===== src/rtl/global_pool_if.sv =====
// Stream bundle for global_pool: sample input stream and per-channel result stream.
interface global_pool_if #(
   parameter int DATA_WIDTH = 16,
   parameter int CHANNELS   = 16
);
   localparam int CH_W = (CHANNELS > 1) ? $clog2(CHANNELS) : 1;

   logic [DATA_WIDTH-1:0] data_in;
   logic                  valid_in;
   logic                  ready_in;
   logic [DATA_WIDTH-1:0] data_out;
   logic [CH_W-1:0]       out_ch;
   logic                  last_out;
   logic                  valid_out;
   logic                  ready_out;

   modport master (
      output data_in, valid_in, ready_out,
      input  ready_in, data_out, out_ch, last_out, valid_out
   );

   modport slave (
      input  data_in, valid_in, ready_out,
      output ready_in, data_out, out_ch, last_out, valid_out
   );
endinterface


===== src/rtl/global_pool.sv =====
// Global pooling stage: per-channel sum / rounded average / max over a channel-major frame.
// Define GLOBAL_POOL_MAX_EN to compile in max pooling (mode 2); otherwise mode 2 behaves as sum.
module global_pool #(
   parameter int DATA_WIDTH = 16,
   parameter int ACC_WIDTH  = 32,
   parameter int CHANNELS   = 16,
   parameter int FRAME_LEN  = 4
) (
   input  logic              clk,
   input  logic              rst_n,
   input  logic              start,
   input  logic [1:0]        mode,
   global_pool_if.slave      pool_if,
   output logic              sat_flag,
   output logic              busy,
   output logic              done
);
   localparam int SHIFT = (FRAME_LEN > 1) ? $clog2(FRAME_LEN) : 0;
   localparam int POS_W = (FRAME_LEN > 1) ? $clog2(FRAME_LEN) : 1;
   localparam int CH_W  = (CHANNELS > 1) ? $clog2(CHANNELS) : 1;

   localparam logic [POS_W-1:0] POS_LAST = POS_W'(FRAME_LEN - 1);
   localparam logic [CH_W-1:0]  CH_LAST  = CH_W'(CHANNELS - 1);

   // Rounding constant 2^(SHIFT-1); evaluates to 0 when SHIFT is 0.
   localparam logic signed [ACC_WIDTH:0] RND    = (ACC_WIDTH+1)'((2**SHIFT) / 2);
   localparam logic signed [ACC_WIDTH:0] SAT_HI = {{(ACC_WIDTH-DATA_WIDTH+2){1'b0}}, {(DATA_WIDTH-1){1'b1}}};
   localparam logic signed [ACC_WIDTH:0] SAT_LO = {{(ACC_WIDTH-DATA_WIDTH+2){1'b1}}, {(DATA_WIDTH-1){1'b0}}};
`ifdef GLOBAL_POOL_MAX_EN
   localparam logic signed [ACC_WIDTH-1:0] ACC_MIN = {1'b1, {(ACC_WIDTH-1){1'b0}}};
`endif

   typedef enum logic [1:0] {S_IDLE, S_ACC, S_OUTPUT, S_DONE} state_t;

   state_t                       state_q, state_d;
   logic [1:0]                   mode_q, mode_d;
   logic [POS_W-1:0]             pos_q, pos_d;
   logic [CH_W-1:0]              ch_q, ch_d;
   logic [CH_W-1:0]              out_q, out_d;
   logic                         sat_q, sat_d;
   logic signed [ACC_WIDTH-1:0]  acc_q [CHANNELS];
   logic signed [ACC_WIDTH-1:0]  acc_d [CHANNELS];

   logic signed [DATA_WIDTH-1:0] din_s;
   logic signed [ACC_WIDTH-1:0]  din_ext;
   logic signed [ACC_WIDTH:0]    res;
   logic                         is_avg;
`ifdef GLOBAL_POOL_MAX_EN
   logic                         is_max;
`endif

   function automatic logic signed [ACC_WIDTH:0] pool_result(
      input logic signed [ACC_WIDTH-1:0] a,
      input logic                        avg
   );
      logic signed [ACC_WIDTH:0] ext;
      ext = (ACC_WIDTH+1)'(a);
      // Adding half an LSB before the arithmetic shift rounds ties toward +inf.
      if (avg) return (ext + RND) >>> SHIFT;
      return ext;
   endfunction

   function automatic logic sat_hit(input logic signed [ACC_WIDTH:0] v);
      return (v > SAT_HI) || (v < SAT_LO);
   endfunction

   function automatic logic [DATA_WIDTH-1:0] sat_value(input logic signed [ACC_WIDTH:0] v);
      if (v > SAT_HI) return SAT_HI[DATA_WIDTH-1:0];
      if (v < SAT_LO) return SAT_LO[DATA_WIDTH-1:0];
      return v[DATA_WIDTH-1:0];
   endfunction

   assign din_s   = pool_if.data_in;
   assign din_ext = ACC_WIDTH'(din_s);
   assign is_avg  = (mode_q == 2'd1);
`ifdef GLOBAL_POOL_MAX_EN
   assign is_max  = (mode_q == 2'd2);
`endif

   // Result path reads only registers, so output-side backpressure cannot disturb it.
   assign res                = pool_result(acc_q[out_q], is_avg);
   assign pool_if.data_out   = sat_value(res);
   assign pool_if.out_ch     = out_q;
   assign pool_if.valid_out  = (state_q == S_OUTPUT);
   assign pool_if.last_out   = (state_q == S_OUTPUT) && (out_q == CH_LAST);
   assign pool_if.ready_in   = (state_q == S_ACC);
   assign busy               = (state_q == S_ACC) || (state_q == S_OUTPUT);
   assign done               = (state_q == S_DONE);
   assign sat_flag           = sat_q;

   always_comb begin
      state_d = state_q;
      mode_d  = mode_q;
      pos_d   = pos_q;
      ch_d    = ch_q;
      out_d   = out_q;
      sat_d   = sat_q;
      acc_d   = acc_q;
      unique case (state_q)
         S_IDLE: begin
            if (start) begin
               state_d = S_ACC;
               mode_d  = mode;
               pos_d   = '0;
               ch_d    = '0;
               out_d   = '0;
               sat_d   = 1'b0;
               for (int c = 0; c < CHANNELS; c++) begin
`ifdef GLOBAL_POOL_MAX_EN
                  acc_d[c] = (mode == 2'd2) ? ACC_MIN : '0;
`else
                  acc_d[c] = '0;
`endif
               end
            end
         end
         S_ACC: begin
            if (pool_if.valid_in) begin
`ifdef GLOBAL_POOL_MAX_EN
               if (is_max) begin
                  if (din_ext > acc_q[ch_q]) acc_d[ch_q] = din_ext;
               end else begin
                  acc_d[ch_q] = acc_q[ch_q] + din_ext;
               end
`else
               acc_d[ch_q] = acc_q[ch_q] + din_ext;
`endif
               if (pos_q == POS_LAST) begin
                  pos_d = '0;
                  if (ch_q == CH_LAST) state_d = S_OUTPUT;
                  else                 ch_d    = ch_q + 1'b1;
               end else begin
                  pos_d = pos_q + 1'b1;
               end
            end
         end
         S_OUTPUT: begin
            if (pool_if.ready_out) begin
               if (sat_hit(res)) sat_d = 1'b1;
               if (out_q == CH_LAST) begin
                  out_d   = '0;
                  state_d = S_DONE;
               end else begin
                  out_d = out_q + 1'b1;
               end
            end
         end
         S_DONE:  state_d = S_IDLE;
         default: state_d = S_IDLE;
      endcase
   end

   always_ff @(posedge clk or negedge rst_n) begin
      if (!rst_n) begin
         state_q <= S_IDLE;
         mode_q  <= 2'd0;
         pos_q   <= '0;
         ch_q    <= '0;
         out_q   <= '0;
         sat_q   <= 1'b0;
         for (int c = 0; c < CHANNELS; c++) acc_q[c] <= '0;
      end else begin
         state_q <= state_d;
         mode_q  <= mode_d;
         pos_q   <= pos_d;
         ch_q    <= ch_d;
         out_q   <= out_d;
         sat_q   <= sat_d;
         acc_q   <= acc_d;
      end
   end
endmodule


===== src/flat_wrapper.sv =====
// flat-port wrapper written by rule: the top's interface ports become plain ports
module global_pool_flat 
#(
   parameter int DATA_WIDTH = 16,
   parameter int ACC_WIDTH  = 32,
   parameter int CHANNELS   = 16,
   parameter int FRAME_LEN  = 4
)
  (clk, rst_n, start, mode, sat_flag, busy, done, pool_if_data_in, pool_if_valid_in, pool_if_ready_out, pool_if_ready_in, pool_if_data_out, pool_if_out_ch, pool_if_last_out, pool_if_valid_out);
  global_pool_if #(.DATA_WIDTH(DATA_WIDTH), .CHANNELS(CHANNELS)) pool_if_i ();
  input  logic clk;
  input  logic rst_n;
  input  logic start;
  input  logic [1:0] mode;
  output logic sat_flag;
  output logic busy;
  output logic done;
  input wire logic [$bits(pool_if_i.data_in)-1:0] pool_if_data_in;
  input wire logic [$bits(pool_if_i.valid_in)-1:0] pool_if_valid_in;
  input wire logic [$bits(pool_if_i.ready_out)-1:0] pool_if_ready_out;
  output wire logic [$bits(pool_if_i.ready_in)-1:0] pool_if_ready_in;
  output wire logic [$bits(pool_if_i.data_out)-1:0] pool_if_data_out;
  output wire logic [$bits(pool_if_i.out_ch)-1:0] pool_if_out_ch;
  output wire logic [$bits(pool_if_i.last_out)-1:0] pool_if_last_out;
  output wire logic [$bits(pool_if_i.valid_out)-1:0] pool_if_valid_out;
  assign pool_if_i.data_in = pool_if_data_in;
  assign pool_if_i.valid_in = pool_if_valid_in;
  assign pool_if_i.ready_out = pool_if_ready_out;
  assign pool_if_ready_in = pool_if_i.ready_in;
  assign pool_if_data_out = pool_if_i.data_out;
  assign pool_if_out_ch = pool_if_i.out_ch;
  assign pool_if_last_out = pool_if_i.last_out;
  assign pool_if_valid_out = pool_if_i.valid_out;
  global_pool #(.DATA_WIDTH(DATA_WIDTH), .ACC_WIDTH(ACC_WIDTH), .CHANNELS(CHANNELS), .FRAME_LEN(FRAME_LEN)) u_core (.clk(clk), .rst_n(rst_n), .start(start), .mode(mode), .pool_if(pool_if_i), .sat_flag(sat_flag), .busy(busy), .done(done));
endmodule

===== config.mk =====
export PLATFORM = sky130hd
export DESIGN_NAME = global_pool_flat
export DESIGN_NICKNAME = d
export VERILOG_FILES = /design/src/rtl/global_pool_if.sv /design/src/rtl/global_pool.sv /design/src/flat_wrapper.sv
export SDC_FILE = /design/constraint.sdc
export NUM_CORES = 1
export LEC_CHECK = 0
export CAP_MARGIN = 20
export CORE_MARGIN = 5
export CORE_UTILIZATION = 25
export DETAILED_ROUTE_END_ITERATION = 6
export PLACE_DENSITY = 0.41
export REMOVE_ABC_BUFFERS = 1
export SYNTH_ARGS = -nofsm -noshare
export SYNTH_HDL_FRONTEND = slang
export SYNTH_SLANG_ARGS = --single-unit

===== constraint.sdc =====
create_clock -name clk -period 7.3 [get_ports clk]
set_clock_uncertainty 0.1 [all_clocks]
set_input_delay 1.095 -clock clk [delete_from_list [all_inputs] [get_ports clk]]
set_output_delay 1.095 -clock clk [all_outputs]
set_load 0.005 [all_outputs]

# [After elaboration in Yosys (flattened, before gate mapping)]
# Cells that the tools add are included.
# Widths: inputs -> output; s select.
[totals] wordCells=107 reg_bits=527 output_inout_bits=26
[classes] n_lt_le_gt_ge=5 bitwise_logic=2 reduce_logical=13 n_eq_ne=15 mux=45 n_addsub=5
[op_table] operator="$mux 512" n=2
[op_table] operator="$pmux 512 s2" n=1
[op_table] operator="$bwmux 512" n=1
[op_table] operator="$bmux 32 s4" n=2
[op_table] operator="$mux 32" n=5
[op_table] operator="$demux 32 s4" n=1
[op_table] operator="$mux 33" n=2
[op_table] operator="$mux 16" n=4
[op_table] operator="$add 32x3->33 const B" n=1
[op_table] operator="$gt 33x16->1 const B" n=1
[op_table] operator="$lt 33x16->1 const B" n=1
[op_table] operator="$add 32x16->32" n=1
[op_table] operator="$mux 4" n=6
[op_table] operator="$mux 2" n=9
[op_table] operator="$pmux 4 s2" n=2
[op_table] operator="$ge 5x5->1 const B" n=2
[op_table] operator="$not 4->5" n=2
[op_table] operator="$add 4x1->4 const B" n=2
[op_table] operator="$eq 4x4->1 const B" n=2
[op_table] operator="$ne 2x1->1 const B" n=4
[op_table] operator="$ne 2x2->1 const B" n=4
[op_table] operator="$pmux 2 s4" n=1
[op_table] operator="$mux 1" n=7
[op_table] operator="$eq 2x2->1 const B" n=3
[op_table] operator="14 further kinds" n=19

# [Logic depth before layout (Yosys ltp)]
[logic_depth] word_depth=12 ltp_mapped=21

# [Worst setup path before layout]
# Ideal clock, no wire load.
[synth_timing] kind="flip-flop to flip-flop" from="reg u_core.ch_q[0]" to="reg u_core.acc_q[190] (netlist name)" path_slack_ps=1004 arrival_ps=6063 path_stages_with_launch=22 period_less_slack_ps=6296 required_ps=7067 n_path_buf=5 setup_time_ps=133 cell_sequence="dfrtp_1 clkbuf_1 clkbuf_1 buf_1 buf_1 mux4_2 mux4_2 ha_1 fa_1 a21o_1 a21oi_1 o2111a_1 nor3_1 a31oi_1 o21ai_1 a41oi_1 a2111o_1 a31oi_1 a21oi_1 xor2_1 clkbuf_1 o21ai_0"
[synth_via] elab_chain_len=8 word_cells_on_any_way=13 classes_between="add/sub: 1; order compare: 2; mux: 8; bitwise: 1; reduce/logical: 1"
[synth_lines] element="start, declared" line_no="global_pool.sv:38" text="logic [CH_W-1:0] ch_q, ch_d;"
[synth_lines] element="start signal, assigned" line_no="global_pool.sv:166" text="ch_q <= ch_d;"
[synth_lines] element="$not 4->5 (not written as such) *" line_no="global_pool.sv:126" text="acc_d[ch_q] = acc_q[ch_q] + din_ext;"
[synth_lines] element="$bmux 32 s4, or another cell as far along" line_no="global_pool.sv:126"
[synth_lines] element="$mux 32 (not written as such) / $logic_and 1x1->1 (equally long branches)" line_no="global_pool.sv:126"
[synth_lines] element="$mux 32 (not written as such)" line_no="global_pool.sv:126"
[synth_lines] element="$add 32x16->32 / $demux 32 s4 (equally long branches)" line_no="global_pool.sv:126"
[synth_lines] element="$bwmux 512 *" line_no="global_pool.sv:126"
[synth_lines] element="$mux 512 *" line_no="global_pool.sv:118" text="if (pool_if.valid_in) begin"
[synth_lines] element="$pmux 512 s2 *" line_no="global_pool.sv:99" text="unique case (state_q)"
[synth_lines] element="end signal, assigned" line_no="global_pool.sv:169" text="acc_q <= acc_d;"
[synth_lines] element="end, declared" line_no="global_pool.sv:41" text="logic signed [ACC_WIDTH-1:0] acc_q [CHANNELS];"
# Every way passes the cells marked *; elsewhere a longest branch is shown, timed or not. The select of a mux whose other input is x is not followed.
# A chain may end at the register's enable or synchronous reset.

# [Worst setup path in the final report]
[layout_timing] from="reg u_core.out_q[0] (netlist: u_core.pool_if.out_ch[0])" to="out pool_if_data_out[2]"
[layout_via] elab_chain_len=12 word_cells_on_any_way=15 classes_between="add/sub: 1; order compare: 2; mux: 11; bitwise: 1"
[layout_lines] element="start, declared" line_no="global_pool.sv:39" text="logic [CH_W-1:0] out_q, out_d;"
[layout_lines] element="start signal, assigned" line_no="global_pool.sv:167" text="out_q <= out_d;"
[layout_lines] element="$not 4->5 (not written as such) *" line_no="global_pool.sv:81" text="assign res = pool_result(acc_q[out_q], is_avg);"
[layout_lines] element="$bmux 32 s4 *" line_no="global_pool.sv:81"
[layout_lines] element="$mux 32 (not written as such) * (2 in a row)" line_no="global_pool.sv:81"
[layout_lines] element="$add 32x3->33" line_no="global_pool.sv:59" text="if (avg) return (ext + RND) >>> SHIFT;"
[layout_lines] element="$mux 33" line_no="global_pool.sv:59"
[layout_lines] element="$mux 33 *" line_no="global_pool.sv:60" text="return ext;"
[layout_lines] element="$lt 33x16->1" line_no="global_pool.sv:69" text="if (v < SAT_LO) return SAT_LO[DATA_WIDTH-1:0];"
[layout_lines] element="$mux 1 (2 in a row)" line_no="global_pool.sv:69"
[layout_lines] element="$mux 16" line_no="global_pool.sv:70" text="return v[DATA_WIDTH-1:0];"
[layout_lines] element="$mux 16 *" line_no="global_pool.sv:69"
[layout_lines] element="end, declared" line_no="flat_wrapper.sv:22" text="output wire logic [$bits(pool_if_i.data_out)-1:0] pool_if_data_out;"
# Marked as above.

==> results.json <==
{
  "cts_root_buffer": "clkbuf_16",
  "synthTopCellsByArea": "dfrtp_1 44%, mux4_2 17%, a22o_1 13%",
  "start_util": 0.252,
  "synth_seq_cells": 527,
  "fmax_mhz": 143,
  "place_hpwl_um": 72500,
  "numPortBuffers": 48,
  "power_leakage_nw": 14.5,
  "utilization": 0.291,
  "worst_setup_path_end_kind": "primary output",
  "status": "completed",
  "die_area_um2": 128000,
  "design.core.area_um2": 120000,
  "setup_slack_ns": 0.303,
  "htreeDepth": 3,
  "tns_ns": 0,
  "cts_tree": "done",
  "slew-limit-headroom": 0.288,
  "cp.required_ns": 6.11,
  "async_flop_share": 1.00,
  "ctsLongestPathBuffers": 3,
  "ys_warn_count": 0,
  "drt-initial-drc-count": 2537,
  "route.detailed.drc": 0,
  "ant_nets": 0,
  "dp_slack_ns": 0.654,
  "crit_type": "reg2out",
  "floorplan.die.width_um": 358,
  "fill_cells": 12239,
  "final_common_cell": "dfrtp_1",
  "swShare": 0.471,
  "grt_start_max_net_pins": 144,
  "layout_common_cells": "521 x dfrtp_1, 451 x a22o_1, 226 x mux4_2",
  "synth-seq-area-share": 0.436,
  "viasPerCell": 5.82,
  "synthCells": 2339,
  "power_switching_mw": 6.31,
  "p_int_mw": 7.09,
  "reg2reg_depth": 21,
  "drive_gt1_frac": 0.234,
  "synth_area_leader_cell": "dfrtp_1",
  "area_growth_pct": 15.5,
  "clockPowerShare": 0.252,
  "grt-ovfl-total": 0,
  "vias": 23304,
  "synth_cell_types": 94,
  "synth-edff-count": 0,
  "power_frac_comb": 0.505,
  "cts_hold_buf": 0,
  "routed_wl_um": 126000,
  "cap_violations": 0,
  "crit_fanout": 19,
  "powerDensity_nw_per_um2": 383,
  "rsz0062_at_grt": "false",
  "finalCritPeriodShare": 0.958,
  "grt_pass1_wl_um": 180000,
  "rows": 127,
  "path_clk_slew_ns": 0.06,
  "slew_viol_final": 0,
  "syn_avg_cell_area_um2": 12.9,
  "start_kind": "register",
  "die_y_um": 358,
  "first_global_vias": 23697,
  "pwr-share-seq": 0.243,
  "hold_class": "in2async",
  "cts_made_buffers": 67,
  "synth_ff_type": "dfrtp_1",
  "clock-sinks": 527,
  "gp_congestion": 0.837,
  "yosysTopAreaCellShare": 0.436,
  "period_minus_slack_ns": 7.00,
  "vdd_drop_max_v": 0.000401,
  "grt_usage": 0.194,
  "worstPathArrival_ns": 5.80,
  "antenna_found_initial": 1,
  "finalNetCount": 2409,
  "hold_viol": 0,
  "clk_latency_ns": 0.64,
  "netlist_area_um2": 30200,
  "first_pass_iters": 5,
  "tightest_slew_ns": 1.07,
  "setup_viol": 0,
  "ioPinCount": 49,
  "wire_per_inst_um": 31.5
}
==> layer usage <==
metal	GRT usage	up-vias	part of all wire
met5	0	-	0
met4	0.0546	0	0.026
met3	0.0386	194	0.072
met2	0.311	1111	0.47
met1	0.268	12619	0.44
li1	-	9380	-
==> worst max-delay path, cell delays in order, from the launching register on <==
cell and delay (ns):
dfrtp_4 0.70, buf_12 0.26, mux4_1 0.62, a221oi_2 0.82, or4_4 0.32, nor2_1 0.15
and3_1 0.26, and3_2 0.21, o31ai_1 0.39, nand3b_1 0.16, nor2_1 0.13, nor2_1 0.11
buf_4 0.22, o21ai_0 0.24, clkdlybuf4s50_1 0.55
==> timing repair <==
item / in CTS / in global routing
gates resized for setup: 0 / 4
setup endpoints to repair: 3 / 15
pin swaps: 0 / 2
endpoints found under the hold margin: 0 / 0
setup buffers: 1 / 7
==> final timing paths <==
check	from	to	slack, ns
max	u_core.pool_if.out_ch[0]$_DFFE_PN0P_	pool_if_data_out[2]	0.30
min	rst_n	u_core.acc_q[474]$_DFFE_PN0P_	0.39
max reg2reg	u_core.ch_q[0]$_DFFE_PN0P_	u_core.acc_q[155]$_DFFE_PN0P_	0.93
min reg2reg	u_core.sat_flag$_DFFE_PN0P_	u_core.sat_flag$_DFFE_PN0P_	0.40
max in group asynchronous	rst_n	u_core.pool_if.out_ch[0]$_DFFE_PN0P_	5.05
min in group clk	u_core.sat_flag$_DFFE_PN0P_	u_core.sat_flag$_DFFE_PN0P_	0.40
==> final cells by class <==
class                      count  area, µm²  share of cell area
multi-input combinational   1551      15800               0.452
clock inverter                19        188             0.00537
timing repair buffer         170       1610              0.0460
sequential                   527      13200               0.378
clock buffer                  99       2010              0.0576
tap                         1612       2020              0.0578
inverter                      26       97.6             0.00279
antenna                        1       2.50           0.0000717
==> per-stage QoR <==
stage	std cells	instance area, µm²	hold WS [ns]	power (mW)
2_1_floorplan	2104	28900	0.358	6.52
3_3_place_gp	3874	32600	0.381	9.90
3_5_place_dp	3875	32600	0.388	9.96
4_1_cts	3994	34800	0.399	13.4
5_1_grt	4004	34900	0.424	13.9
6_report	4005	34900	0.390	13.4
==> registers in the layout (all words and copies together), names as in the netlist <==
name                   count
u_core.acc_q             512
u_core.ch_q                4
u_core.mode_q              2
u_core.pool_if.out_ch      4
u_core.pos_q               2
u_core.sat_flag            1
u_core.state_q             2
==> power groups by stage <==
stage	combinational, mW	clock, mW	sequential [mW]
after detailed placement	6.64	0	3.32
after CTS	6.70	3.44	3.26
after floorplan	3.13	0	3.39
after global routing	7.09	3.55	3.27
after global placement	6.58	0	3.31
final	6.76	3.38	3.26
==> synth_stat cells (7+ instances only) <==
master    count
and2_1       21
a21oi_1      61
nand2_1     199
ha_1         42
nand2b_1     10
mux4_1       45
buf_6         8
nor2b_1       7
dfrtp_1     527
a221oi_2     11
nand4_1       9
a22oi_1      20
inv_1        25
xor2_1        8
nor3_1       24
o21ai_0     107
a21o_1        9
buf_12       11
mux2i_1      32
xnor2_1      27
clkbuf_8     12
mux4_2      226
nor4_1        8
o21ai_2      11
a221o_1       8
buf_1        17
buf_4        12
a221oi_1     18
a31oi_1       7
buf_2        10
nor2_1       53
a22o_1      451
clkbuf_1    163
mux2_2       10
nand3_1      16
==> cell families after synthesis <==
kind of cell / Yosys count / synth area share
xor gates and xnor gates: 35 / 0.0101
AOI/OAI and AO/OA: 769 / 0.204
and+or+nand+nor: 387 / 0.0607
adders and majority gates: 43 / 0.0180
buffers and inverters: 261 / 0.0465
DFF: 527 / 0.436
muxes: 317 / 0.225
Power figures use the tool's default switching activity.
